==> config.mk <==
export PLATFORM = sky130hd
export DESIGN_NAME = display_mode_ctrl_flat
export DESIGN_NICKNAME = d
export VERILOG_FILES = /design/src/rtl/display_mode_ctrl_if.sv /design/src/rtl/display_mode_ctrl.sv /design/src/flat_wrapper.sv
export SDC_FILE = /design/constraint.sdc
export NUM_CORES = 1
export LEC_CHECK = 0
export CORE_UTILIZATION = 53
export CTS_BUF_LIST = sky130_fd_sc_hd__clkbuf_8
export CTS_CLUSTER_SIZE = 24
export DETAILED_ROUTE_END_ITERATION = 7
export PLACE_DENSITY_LB_ADDON = 0.1
export SYNTH_ARGS = -nofsm -noshare
export SYNTH_HDL_FRONTEND = slang
export SYNTH_SLANG_ARGS = --single-unit
==> constraint.sdc <==
create_clock -name clk -period 2.24 [get_ports clk]
set_input_delay 0.448 -clock clk [delete_from_list [all_inputs] [get_ports clk]]
set_output_delay 0.448 -clock clk [all_outputs]
set_load 0.05 [all_outputs]
==> src/rtl/display_mode_ctrl_if.sv <==
`default_nettype none
// ============================================================================
// Module   : display_mode_ctrl_if
// Purpose  : Keypad/ALU-side inputs and display-side outputs of the mode sequencer.
// Revision : 1.0  initial release
// ============================================================================
interface display_mode_ctrl_if;
  logic        key_mode;
  logic        res_valid;
  logic [15:0] data1;
  logic [15:0] data2;
  logic [31:0] data3;
  logic [1:0]  sel;
  logic [2:0]  led;
  logic [31:0] out;
  logic        hold_active;

  modport master (
    output key_mode, res_valid, data1, data2, data3,
    input  sel, led, out, hold_active
  );

  modport slave (
    input  key_mode, res_valid, data1, data2, data3,
    output sel, led, out, hold_active
  );
endinterface
`default_nettype wire

==> src/rtl/display_mode_ctrl.sv <==
`default_nettype none
// ============================================================================
// Module   : display_mode_ctrl
// Purpose  : Debounced mode key steps the display A -> B -> result; ALU results
//            force a timed result display before returning to the prior view.
// Revision : 1.0  initial release
// ============================================================================
module display_mode_ctrl #(
  parameter int DEBOUNCE_CYCLES = 500000,
  parameter int HOLD_CYCLES     = 150000000
) (
  input  logic              clk,
  input  logic              rst_n,
  display_mode_ctrl_if.slave bus
);

  localparam int c_db_w   = $clog2(DEBOUNCE_CYCLES);
  localparam int c_hold_w = $clog2(HOLD_CYCLES);
  localparam logic [c_db_w-1:0]   c_db_last   = c_db_w'(DEBOUNCE_CYCLES - 1);
  localparam logic [c_hold_w-1:0] c_hold_last = c_hold_w'(HOLD_CYCLES - 1);

  typedef enum logic [1:0] {
    SHOW_A   = 2'b00,
    SHOW_B   = 2'b01,
    SHOW_RES = 2'b10,
    HOLD     = 2'b11
  } state_t;

  logic [1:0]          r_sync;
  logic                r_key_db;
  logic [c_db_w-1:0]   r_db_cnt;
  logic                r_press;

  state_t              r_state, w_state_nxt;
  state_t              r_saved, w_saved_nxt;
  logic [c_hold_w-1:0] r_hold_cnt, w_hold_cnt_nxt;
  logic [31:0]         r_result;
  logic [31:0]         r_out;

  logic [1:0]          w_sel;
  logic [2:0]          w_led;
  logic                w_hold;

  // Any disagreement that does not persist for the full window restarts the count.
  always_ff @(posedge clk) begin
    if (!rst_n) begin
      r_sync   <= 2'b11;
      r_key_db <= 1'b1;
      r_db_cnt <= '0;
      r_press  <= 1'b0;
    end else begin
      r_sync  <= {r_sync[0], bus.key_mode};
      r_press <= 1'b0;
      if (r_sync[1] != r_key_db) begin
        if (r_db_cnt == c_db_last) begin
          r_key_db <= r_sync[1];
          r_db_cnt <= '0;
          r_press  <= r_key_db;
        end else begin
          r_db_cnt <= r_db_cnt + c_db_w'(1);
        end
      end else begin
        r_db_cnt <= '0;
      end
    end
  end

  always_ff @(posedge clk) begin
    if (!rst_n) begin
      r_state    <= SHOW_A;
      r_saved    <= SHOW_A;
      r_hold_cnt <= '0;
      r_result   <= '0;
      r_out      <= '0;
    end else begin
      r_state    <= w_state_nxt;
      r_saved    <= w_saved_nxt;
      r_hold_cnt <= w_hold_cnt_nxt;
      if (bus.res_valid) begin
        r_result <= bus.data3;
      end
      case (w_sel)
        2'b00:   r_out <= {16'h0000, bus.data1};
        2'b01:   r_out <= {16'h0000, bus.data2};
        default: r_out <= r_result;
      endcase
    end
  end

  // A result pulse outranks a simultaneous key press; a retrigger keeps the
  // originally saved view.
  always_comb begin
    w_state_nxt    = r_state;
    w_saved_nxt    = r_saved;
    w_hold_cnt_nxt = r_hold_cnt;
    if (bus.res_valid) begin
      w_state_nxt    = HOLD;
      w_hold_cnt_nxt = '0;
      if (r_state != HOLD) begin
        w_saved_nxt = r_state;
      end
    end else begin
      case (r_state)
        SHOW_A:   if (r_press) w_state_nxt = SHOW_B;
        SHOW_B:   if (r_press) w_state_nxt = SHOW_RES;
        SHOW_RES: if (r_press) w_state_nxt = SHOW_A;
        HOLD: begin
          if (r_press || (r_hold_cnt == c_hold_last)) begin
            w_state_nxt = r_saved;
          end else begin
            w_hold_cnt_nxt = r_hold_cnt + c_hold_w'(1);
          end
        end
        default:  w_state_nxt = SHOW_A;
      endcase
    end
  end

  always_comb begin
    w_sel  = 2'b00;
    w_led  = 3'b001;
    w_hold = 1'b0;
    case (r_state)
      SHOW_A:   begin w_sel = 2'b00; w_led = 3'b001; end
      SHOW_B:   begin w_sel = 2'b01; w_led = 3'b010; end
      SHOW_RES: begin w_sel = 2'b10; w_led = 3'b100; end
      HOLD:     begin w_sel = 2'b10; w_led = 3'b100; w_hold = 1'b1; end
      default:  begin w_sel = 2'b00; w_led = 3'b001; end
    endcase
  end

  assign bus.sel         = w_sel;
  assign bus.led         = w_led;
  assign bus.out         = r_out;
  assign bus.hold_active = w_hold;

endmodule
`default_nettype wire

==> src/flat_wrapper.sv <==
// flat-port wrapper written by rule: the top's interface ports become plain ports
module display_mode_ctrl_flat 
#(
  parameter int DEBOUNCE_CYCLES = 500000,
  parameter int HOLD_CYCLES     = 150000000
)
  (clk, rst_n, bus_key_mode, bus_res_valid, bus_data1, bus_data2, bus_data3, bus_sel, bus_led, bus_out, bus_hold_active);
  display_mode_ctrl_if bus_i ();
  input  logic clk;
  input  logic rst_n;
  input wire logic [$bits(bus_i.key_mode)-1:0] bus_key_mode;
  input wire logic [$bits(bus_i.res_valid)-1:0] bus_res_valid;
  input wire logic [$bits(bus_i.data1)-1:0] bus_data1;
  input wire logic [$bits(bus_i.data2)-1:0] bus_data2;
  input wire logic [$bits(bus_i.data3)-1:0] bus_data3;
  output wire logic [$bits(bus_i.sel)-1:0] bus_sel;
  output wire logic [$bits(bus_i.led)-1:0] bus_led;
  output wire logic [$bits(bus_i.out)-1:0] bus_out;
  output wire logic [$bits(bus_i.hold_active)-1:0] bus_hold_active;
  assign bus_i.key_mode = bus_key_mode;
  assign bus_i.res_valid = bus_res_valid;
  assign bus_i.data1 = bus_data1;
  assign bus_i.data2 = bus_data2;
  assign bus_i.data3 = bus_data3;
  assign bus_sel = bus_i.sel;
  assign bus_led = bus_i.led;
  assign bus_out = bus_i.out;
  assign bus_hold_active = bus_i.hold_active;
  display_mode_ctrl #(.DEBOUNCE_CYCLES(DEBOUNCE_CYCLES), .HOLD_CYCLES(HOLD_CYCLES)) u_core (.clk(clk), .rst_n(rst_n), .bus(bus_i));
endmodule
# Word level (Yosys, flattened, before mapping)
# Cells that the tools add are included.
dict set report totals {
  regBits 119
  out_inout_bits 38
}
dict set report op_classes {
  n_addsub 2
  n_eq_ne 12
  muxes 10
  n_bitwise 3
  n_reduce_logical 11
}
# operator n
set ops {}
lappend ops {{$pmux 32 s2} 1}
lappend ops {{$add 28x1->28 const B} 1}
lappend ops {{$eq 28x28->1 const B} 1}
lappend ops {{$add 19x1->19 const B} 1}
lappend ops {{$eq 19x19->1 const B} 1}
lappend ops {{$ne 3x2->1 const B} 4}
lappend ops {{$mux 2} 5}
lappend ops {{$pmux 3 s3} 1}
lappend ops {{$pmux 2 s4} 1}
lappend ops {{$pmux 2 s3} 1}
lappend ops {{$reduce_and 2->1} 3}
lappend ops {{$eq 2x1->1 const B} 2}
lappend ops {{$eq 2x2->1 const B} 2}
lappend ops {{$logic_not 2->1} 2}
lappend ops {{$reduce_and 4->1} 1}
lappend ops {{$reduce_or 2->1} 2}
lappend ops {{$not 1->1} 3}
lappend ops {{$reduce_and 3->1} 1}
lappend ops {{$reduce_or 3->1} 1}
lappend ops {{$ne 2x2->1 const B} 1}
lappend ops {{$logic_or 1x1->1} 1}
lappend ops {{$mux 1} 1}
lappend ops {{$ne 1x1->1} 1}

# Logic depth before layout (Yosys ltp)
# Gate-level depths: netlist of the first run.
dict set report depth {
  depth_word 5
  mapped_depth 9
}

# Worst setup path before layout of the first run
# OpenSTA, ideal clock, no wires.
dict set report synth_timing {
  path_type {reg-to-output}
  start {reg u_core.r_state[0]}
  end {out bus_sel[0]}
  arrival_time_ps 1923
  required_time_ps 1792
  path_slack_ps -131
  path_stages_with_launch 5
  path_buffers 3
  cell_sequence {dfxtp_1 > buf_2 > buf_1 > nor2b_1 > buf_4}
}
dict set report synth_via {
  elab_chain_cells 3
}
# element line
set synth_lines {}
lappend synth_lines {{from (decl)} display_mode_ctrl.sv:34} ;# state_t r_state, w_state_nxt;
lappend synth_lines {{from (signal assigned)} display_mode_ctrl.sv:76} ;# r_state <= w_state_nxt;
lappend synth_lines {{$eq 2x2->1} display_mode_ctrl.sv:123} ;# case (r_state)
lappend synth_lines {{$reduce_or 2->1 (no source line)} -}
lappend synth_lines {{$pmux 2 s3 (*)} display_mode_ctrl.sv:123}
lappend synth_lines {{to (decl)} flat_wrapper.sv:16} ;# output wire logic [$bits(bus_i.sel)-1:0] bus_sel;
# Every way passes the cells marked *; elsewhere a longest branch is shown, timed or not.

# Worst setup path after layout of the first run
dict set report layout_timing {
  start {reg u_core.r_hold_cnt[0]}
  end {reg u_core.r_hold_cnt[25]}
}
dict set report layout_via {
  elab_chain_cells 4
}
# element line
set layout_lines {}
lappend layout_lines {{from (decl)} display_mode_ctrl.sv:36} ;# logic [c_hold_w-1:0] r_hold_cnt, w_hold_cnt_nxt;
lappend layout_lines {{from (signal assigned)} display_mode_ctrl.sv:78} ;# r_hold_cnt <= w_hold_cnt_nxt;
lappend layout_lines {{parallel branches: the longest is 4 deep, another holds $add 28x1->28} -}
# Parallel ways; which one is timed is not known.
# A chain may end at the register's enable or synchronous reset.

==> impl_metrics.yaml, run 1 <==
floorplanning:
  num_rows: 35
  die_w_um: 99.5
  core_region_area_um2: 9240
  start_util_pct: 54.6
  pin_count: 106
  die_h_um: 99.5
  dieArea_um2: 9910
drt:
  first_iter_violations: 132
  wl_per_cell_um: 13.6
  vias_per_cell: 5.18
  wirelength_um: 10400
  remaining_drc_errors: 0
  vias: 3965
  drtAntennaViolNets: 0
  dr.pass1.iters: 4
global_route:
  antenna_found_initial: 0
  grt.overflow.total: 0
  grt_pass1_vias: 3648
  grt_max_degree: 60
  grt_pass1_wl_um: 16800
  grt_util_all_layers_pct: 21.6
sta:
  timing.setup.tns_ns: 0
  tightest_slew_ns: 0.600
  slew_headroom_pct: 60.0
  hold_violations: 0
  fin_crit_ns: 2.12
  grt_setup_unrepaired: "false"
  setup_viol: 0
  slew_violations: 0
  max_freq_mhz: 472
  skew_ns: 0.0137
  post-route-period-util_pct: 94.6
flow_run:
  maxCapViolations: 0
clock_network:
  cts-root-buf: "clkbuf_8"
  cts-resized-gates: 0
  clk-insertion-delay-late_ns: 0.43
  cts_setup_buffers: 0
  clk_path_buf_depth: 2
  cts.sinks: 119
  cts_buffers: 17
  tritoncts: "yes"
  cts_hold_buffers: 0
  path_clk_slew_ns: 0.07
  cts_htree_levels: 4
finish:
  post-route-cell-area_um2: 6550
  seqCellArea_um2: 2380
  multi_input_area_um2: 2480
  final_nets: 695
  drive_gt1_share_pct: 11.5
  antenna_cells: 0
  fillers: 734
  syn2layout_area_growth_pct: 30.0
placed_design:
  portBuffers: 105
  gp_congestion: 0.826
  dp_hpwl_um: 7120
  place_area_um2: 6190
yosys:
  ys_ff_latch: 119
  yosys-top-cells-area: "dfxtp_1 47%, mux2i_1 10%, nor2b_1 4.2%"
  yosysTopAreaCell: "dfxtp_1"
  async_reset_ff_share_pct: 0
  ys_warn_count: 0
  synth_fp_nets: 595
  syn_inst: 525
  synth_edf_count: 0
  synth.most_common_cell: "dfxtp_1"
  yosysTopAreaCellShare_pct: 47.2
  ys.flop_type: "dfxtp_1"
  netlist_area_um2: 5040
  seq_area_frac_synth_pct: 47.2
  synth_area_per_cell_um2: 9.60
  synth.distinct_cells: 53
  netlist_top_cells_count: "119 x dfxtp_1, 51 x mux2i_1, 39 x nand2_1"
setup_path:
  cp_max_fo: 21
  critPathTopFamily: "simple AND/OR/NAND/NOR gates"
  crit_type: "reg -> reg"
  path_buf_inv: 0
  worstPathArrival_ns: 2.42
  cp-start-kind: "flop"
  required_ns: 2.54
  path_cells: "ha_1 > nand3_1 > or4_4 > o21ai_4 > or4b_1 > a21oi_1"
  slowest_stage: "or4_4"
  cp-end-kind: "flop"
  slowest_delay_ns: 0.58
power_and_ir_drop:
  p_per_area_nw_per_um2: 693
  vdd_ir_drop_max_mv: 0.590
  p_leak_nw: 2.46
  power_w: 0.00454
worst_hold_path:
  min_path_type: "in -> reg"
outcome:
  run_status: "completed"
-- worst paths after layout --
kind / endpoint / depth (start not counted) / from / slack, ns
max: u_core.r_hold_cnt[25] / 6 / u_core.r_hold_cnt[0] / 0.12
min: u_core.r_key_db / 2 / rst_n / 0.29
max reg2reg: u_core.r_hold_cnt[25] / 6 / u_core.r_hold_cnt[0] / 0.12
min reg2reg: u_core.r_sync[1] / 1 / u_core.r_sync[0] / 0.41
-- cell usage in the layout (no fill, tap or decap), types with 3 or more instances in the layout --
master / synthesis / layout
dfxtp_1: 119 / 118
clkdlybuf4s50_1: 0 / 97
mux2i_1: 51 / 51
nand2_1: 39 / 39
nor2_1: 38 / 38
nor2b_1: 34 / 33
and3_1: 19 / 19
and2_1: 18 / 18
nand3_1: 17 / 17
xor2_1: 17 / 17
o21ai_0: 17 / 17
clkbuf_8: 0 / 17
nand4_1: 10 / 10
or3_1: 10 / 10
buf_4: 2 / 9
a21oi_2: 8 / 8
a21oi_1: 7 / 7
xnor2_1: 7 / 7
or4_1: 7 / 7
inv_1: 6 / 6
nor3_1: 6 / 6
o31ai_1: 6 / 6
o21ai_1: 6 / 6
o211ai_1: 6 / 6
nand2b_1: 5 / 5
buf_12: 0 / 5
nor4_1: 4 / 4
o21a_1: 4 / 4
inv_6: 0 / 4
clkinv_2: 0 / 4
and4_1: 3 / 3
o21ai_2: 3 / 3
clkinv_4: 0 / 3
-- metrics by stage --
step                      cells  setup WS (ns)  util, %  hold WS, ns
after floorplan             525          0.148        -        0.386
after global placement      735          0.217     67.0        0.393
after detailed placement    735          0.118     67.0        0.396
after CTS                   766          0.105     70.9        0.282
after global routing        766         0.0174     70.9        0.276
final                       766          0.121     70.9        0.293
-- sequential cells by signal (all words and copies together), names as in the netlist --
signal and count:
u_core.bus.out 32, u_core.r_result 32, u_core.r_hold_cnt 28, u_core.r_db_cnt 19
u_core.r_saved 2, u_core.r_state 2, u_core.r_sync 2, u_core.r_key_db 1
u_core.r_press 1
-- routing by layer --
layer	vias to the layer above	track usage [%]	routed length [µm]
met4	0	8.94	125
met3	12	6.54	510
li1	2017	-	-
met1	1864	26.0	4720
met2	72	36.1	5040
met5	-	0	0
-- report_power, final --
group | total, W | leakage (nW) | switching (W) | internal (W)
combinational | 0.000545 | 1.31 | 0.000279 | 0.000267
sequential | 0.00221 | 0.971 | 0.0000273 | 0.00218
clock | 0.00179 | 0.183 | 0.000907 | 0.000878
total | 0.00454 | 2.46 | 0.00121 | 0.00333
-- worst register-to-register path: cells and delay by family, from the launching register on --
| kind | cells | cell delay, ns |
|---|---|---|
| adder cells (fa/ha/maj) | 1 | 0.19 |
| AND/OR/NAND/NOR | 3 | 0.89 |
| AO/OA/AOI/OAI | 2 | 0.52 |
| flip-flops | 1 | 0.39 |
-- final cells by class --
cell class	instances	area share, %
clock inverter	14	1.93
sequential	119	36.4
multi-input combinational	368	37.8
inverter	6	0.344
timing repair buffer	113	17.5
clock buffer	17	3.57
tap	129	2.46
-- kinds of logic after synthesis --
group,Yosys count,synth area share [%]
buffers and inverters,38,3.70
muxes,52,10.3
adders and majority gates,2,0.496
AOI/OAI and AO/OA,66,9.31
DFF,119,47.2
and+or+nand+nor,224,24.7
xor gates and xnor gates,24,4.17
Note: power is estimated with default switching activity, not from simulation.
==> run 2, diff against run 1 <==
--- a/config.mk
+++ b/config.mk
@@ -5,11 +5,11 @@
 export SDC_FILE = /design/constraint.sdc
 export NUM_CORES = 1
 export LEC_CHECK = 0
-export CORE_UTILIZATION = 53
+export CORE_UTILIZATION = 57
 export CTS_BUF_LIST = sky130_fd_sc_hd__clkbuf_8
 export CTS_CLUSTER_SIZE = 24
 export DETAILED_ROUTE_END_ITERATION = 7
-export PLACE_DENSITY_LB_ADDON = 0.1
+export PLACE_DENSITY = 0.95
 export SYNTH_ARGS = -nofsm -noshare
 export SYNTH_HDL_FRONTEND = slang
 export SYNTH_SLANG_ARGS = --single-unit
==> constraint.sdc (replaced) <==
create_clock -name clk -period 2.6 [get_ports clk]
set_input_delay 0.52 -clock clk [delete_from_list [all_inputs] [get_ports clk]]
set_output_delay 0.52 -clock clk [all_outputs]
set_load 0.05 [all_outputs]
==> run 2 against run 1 <==
Effect of this change: combinational power fell by 12%; highest routed layer unchanged; cell count shrank 3.1%; clock-buffer cell count did not move; total power is 8.1% lower; largest cell class unchanged; register-to-register slack improved by 0.17 ns; flip-flop and latch count unchanged; sequential share of layout area about the same; critical path depth stayed put.
==> impl_metrics.yaml, run 2 (synthesized netlist as in run 1, its figures left out) <==
floorplanning:
  num_rows: 33
  die_h_um: 96.1
  core_region_area_um2: 8380
  start_util_pct: 60.2
  dieArea_um2: 9230
  die_w_um: 96.1
  pin_count: 106
global_route:
  grt_pass1_vias: 4161
  grt_max_degree: 47
  grt_util_all_layers_pct: 27.4
  grt_pass1_wl_um: 19100
  antenna_found_initial: 0
  grt.overflow.total: 0
drt:
  remaining_drc_errors: 0
  dr.pass1.iters: 4
  vias: 4204
  wirelength_um: 12400
  first_iter_violations: 159
  drtAntennaViolNets: 0
  wl_per_cell_um: 16.7
  vias_per_cell: 5.67
setup_path:
  cp-end-kind: "flop"
  r2r_cells: 6
  required_ns: 2.91
  r2r_setup_slack_ns: 0.29
  path_cells: "ha_1 > nand3_1 > or4_4 > o21ai_4 > or4b_1 > a21oi_1"
  cp_max_fo: 21
  rr_endpoint: "u_core.r_hold_cnt[25]"
  cp-start-kind: "flop"
  slowest_delay_ns: 0.58
  path_buf_inv: 0
  crit_type: "reg -> reg"
  rr_startpoint: "u_core.r_hold_cnt[0]"
  slowest_stage: "or4_4"
  critPathTopFamily: "simple AND/OR/NAND/NOR gates"
  worstPathArrival_ns: 2.62
sta:
  slew_headroom_pct: 45.9
  tightest_slew_ns: 0.810
  post-route-period-util_pct: 89.0
  max_freq_mhz: 432
  setup_viol: 0
  hold_violations: 0
  grt_setup_unrepaired: "false"
  skew_ns: 0.0109
  slew_violations: 0
  fin_crit_ns: 2.31
  timing.setup.tns_ns: 0
power_and_ir_drop:
  switching_share_pct: 26.3
  clkPwrFrac_pct: 42.8
  pwr-share-comb_pct: 11.5
  vdd_ir_drop_max_mv: 0.445
  p_int_w: 0.00308
  p_leak_nw: 2.48
  p_per_area_nw_per_um2: 637
  p_sw_w: 0.00110
  seqPwrFrac_pct: 45.7
finish:
  layout_commonest_cell: "dfxtp_1"
  final_nets: 694
  drive_gt1_share_pct: 11.0
  seqCellArea_um2: 2380
  final_cell_mix: "119 x dfxtp_1, 97 x clkdlybuf4s50_1, 51 x mux2i_1, 39 x nand2_1, 38 x nor2_1"
  multi_input_area_um2: 2470
  final_util_pct: 78.2
  antenna_cells: 0
  syn2layout_area_growth_pct: 30.0
  fillers: 511
clock_network:
  cts-root-buf: "clkbuf_8"
  path_clk_slew_ns: 0.08
  cts.sinks: 119
  clk-insertion-delay-late_ns: 0.43
  tritoncts: "yes"
  cts-resized-gates: 0
  cts_htree_levels: 4
  cts_buffers: 17
  clk_path_buf_depth: 2
  cts_hold_buffers: 0
  cts_setup_buffers: 0
placed_design:
  portBuffers: 105
  dp_hpwl_um: 8090
  gp_congestion: 0.813
outcome:
  run_status: "completed"
flow_run:
  maxCapViolations: 0
worst_hold_path:
  worstHoldEndpoint: "u_core.r_sync[1]"
  min_path_cells: 1
  min_from: "u_core.r_sync[0]"
  min_path_type: "reg -> reg"
run 2: cell types whose count changed in the layout (fill, tap and decap cells not counted), sizes merged:
cell / change
buf: -1
bufinv: +2
clkinv: -4
inv: +3
run 2: per-layer routing:
metal  routed length [µm]  vias up  track usage (%)
li1                     -     2035                -
met1                 4930     2011             29.4
met2                 6450      123             48.6
met3                  663       35             7.74
met4                  355        0             14.4
met5                    0        -                0
run 2: worst max-delay path by stage:
stage                         startpoint               endpoint  slack (ns)  depth (start not counted)
floorplan              u_core.r_state[0]             bus_sel[0]        0.16                          4
global placement    u_core.r_hold_cnt[0]  u_core.r_hold_cnt[27]        0.48                          6
detailed placement  u_core.r_hold_cnt[0]  u_core.r_hold_cnt[27]        0.36                          6
CTS                 u_core.r_hold_cnt[0]  u_core.r_hold_cnt[25]        0.33                          6
global route        u_core.r_hold_cnt[0]  u_core.r_hold_cnt[25]        0.20                          6
finish              u_core.r_hold_cnt[0]  u_core.r_hold_cnt[25]        0.29                          6
run 2: stage by stage:
step / std cells / instance area [µm²] / total power [W] / worst slack [ns] / hold WS [ns]
finish: 742 / 6550 / 0.00418 / 0.286 / 0.435
global route: 742 / 6550 / 0.00431 / 0.202 / 0.467
CTS: 742 / 6550 / 0.00418 / 0.329 / 0.432
detailed placement: 710 / 6130 / 0.00242 / 0.364 / 0.409
global placement: 710 / 6130 / 0.00240 / 0.476 / 0.389
floorplan: 525 / 5040 / 0.00221 / 0.157 / 0.386
run 2: power by group through the flow:
stage | combinational (W) | clock [W] | sequential (W)
after global placement | 0.000456 | 0 | 0.00194
after floorplan | 0.000191 | 0 | 0.00202
after global routing | 0.000506 | 0.00189 | 0.00191
after detailed placement | 0.000472 | 0 | 0.00195
after CTS | 0.000479 | 0.00180 | 0.00191
final | 0.000478 | 0.00179 | 0.00191
run 2: worst register-to-register path, delay by kind of cell, from the launching register on:
| family | cells | cell delay (ns) |
|---|---|---|
| simple gates | 3 | 0.94 |
| compound gates | 2 | 0.56 |
| flops | 1 | 0.40 |
| fa+ha+maj | 1 | 0.29 |
run 2: cell type report:
class / instances / area share (%)
clock buffers: 17 / 3.57
clock inverters: 15 / 2.94
inverters: 6 / 0.344
multi-input cells: 368 / 37.8
flip-flops and latches: 119 / 36.4
well taps: 105 / 2.00
repair buffers: 112 / 17.0
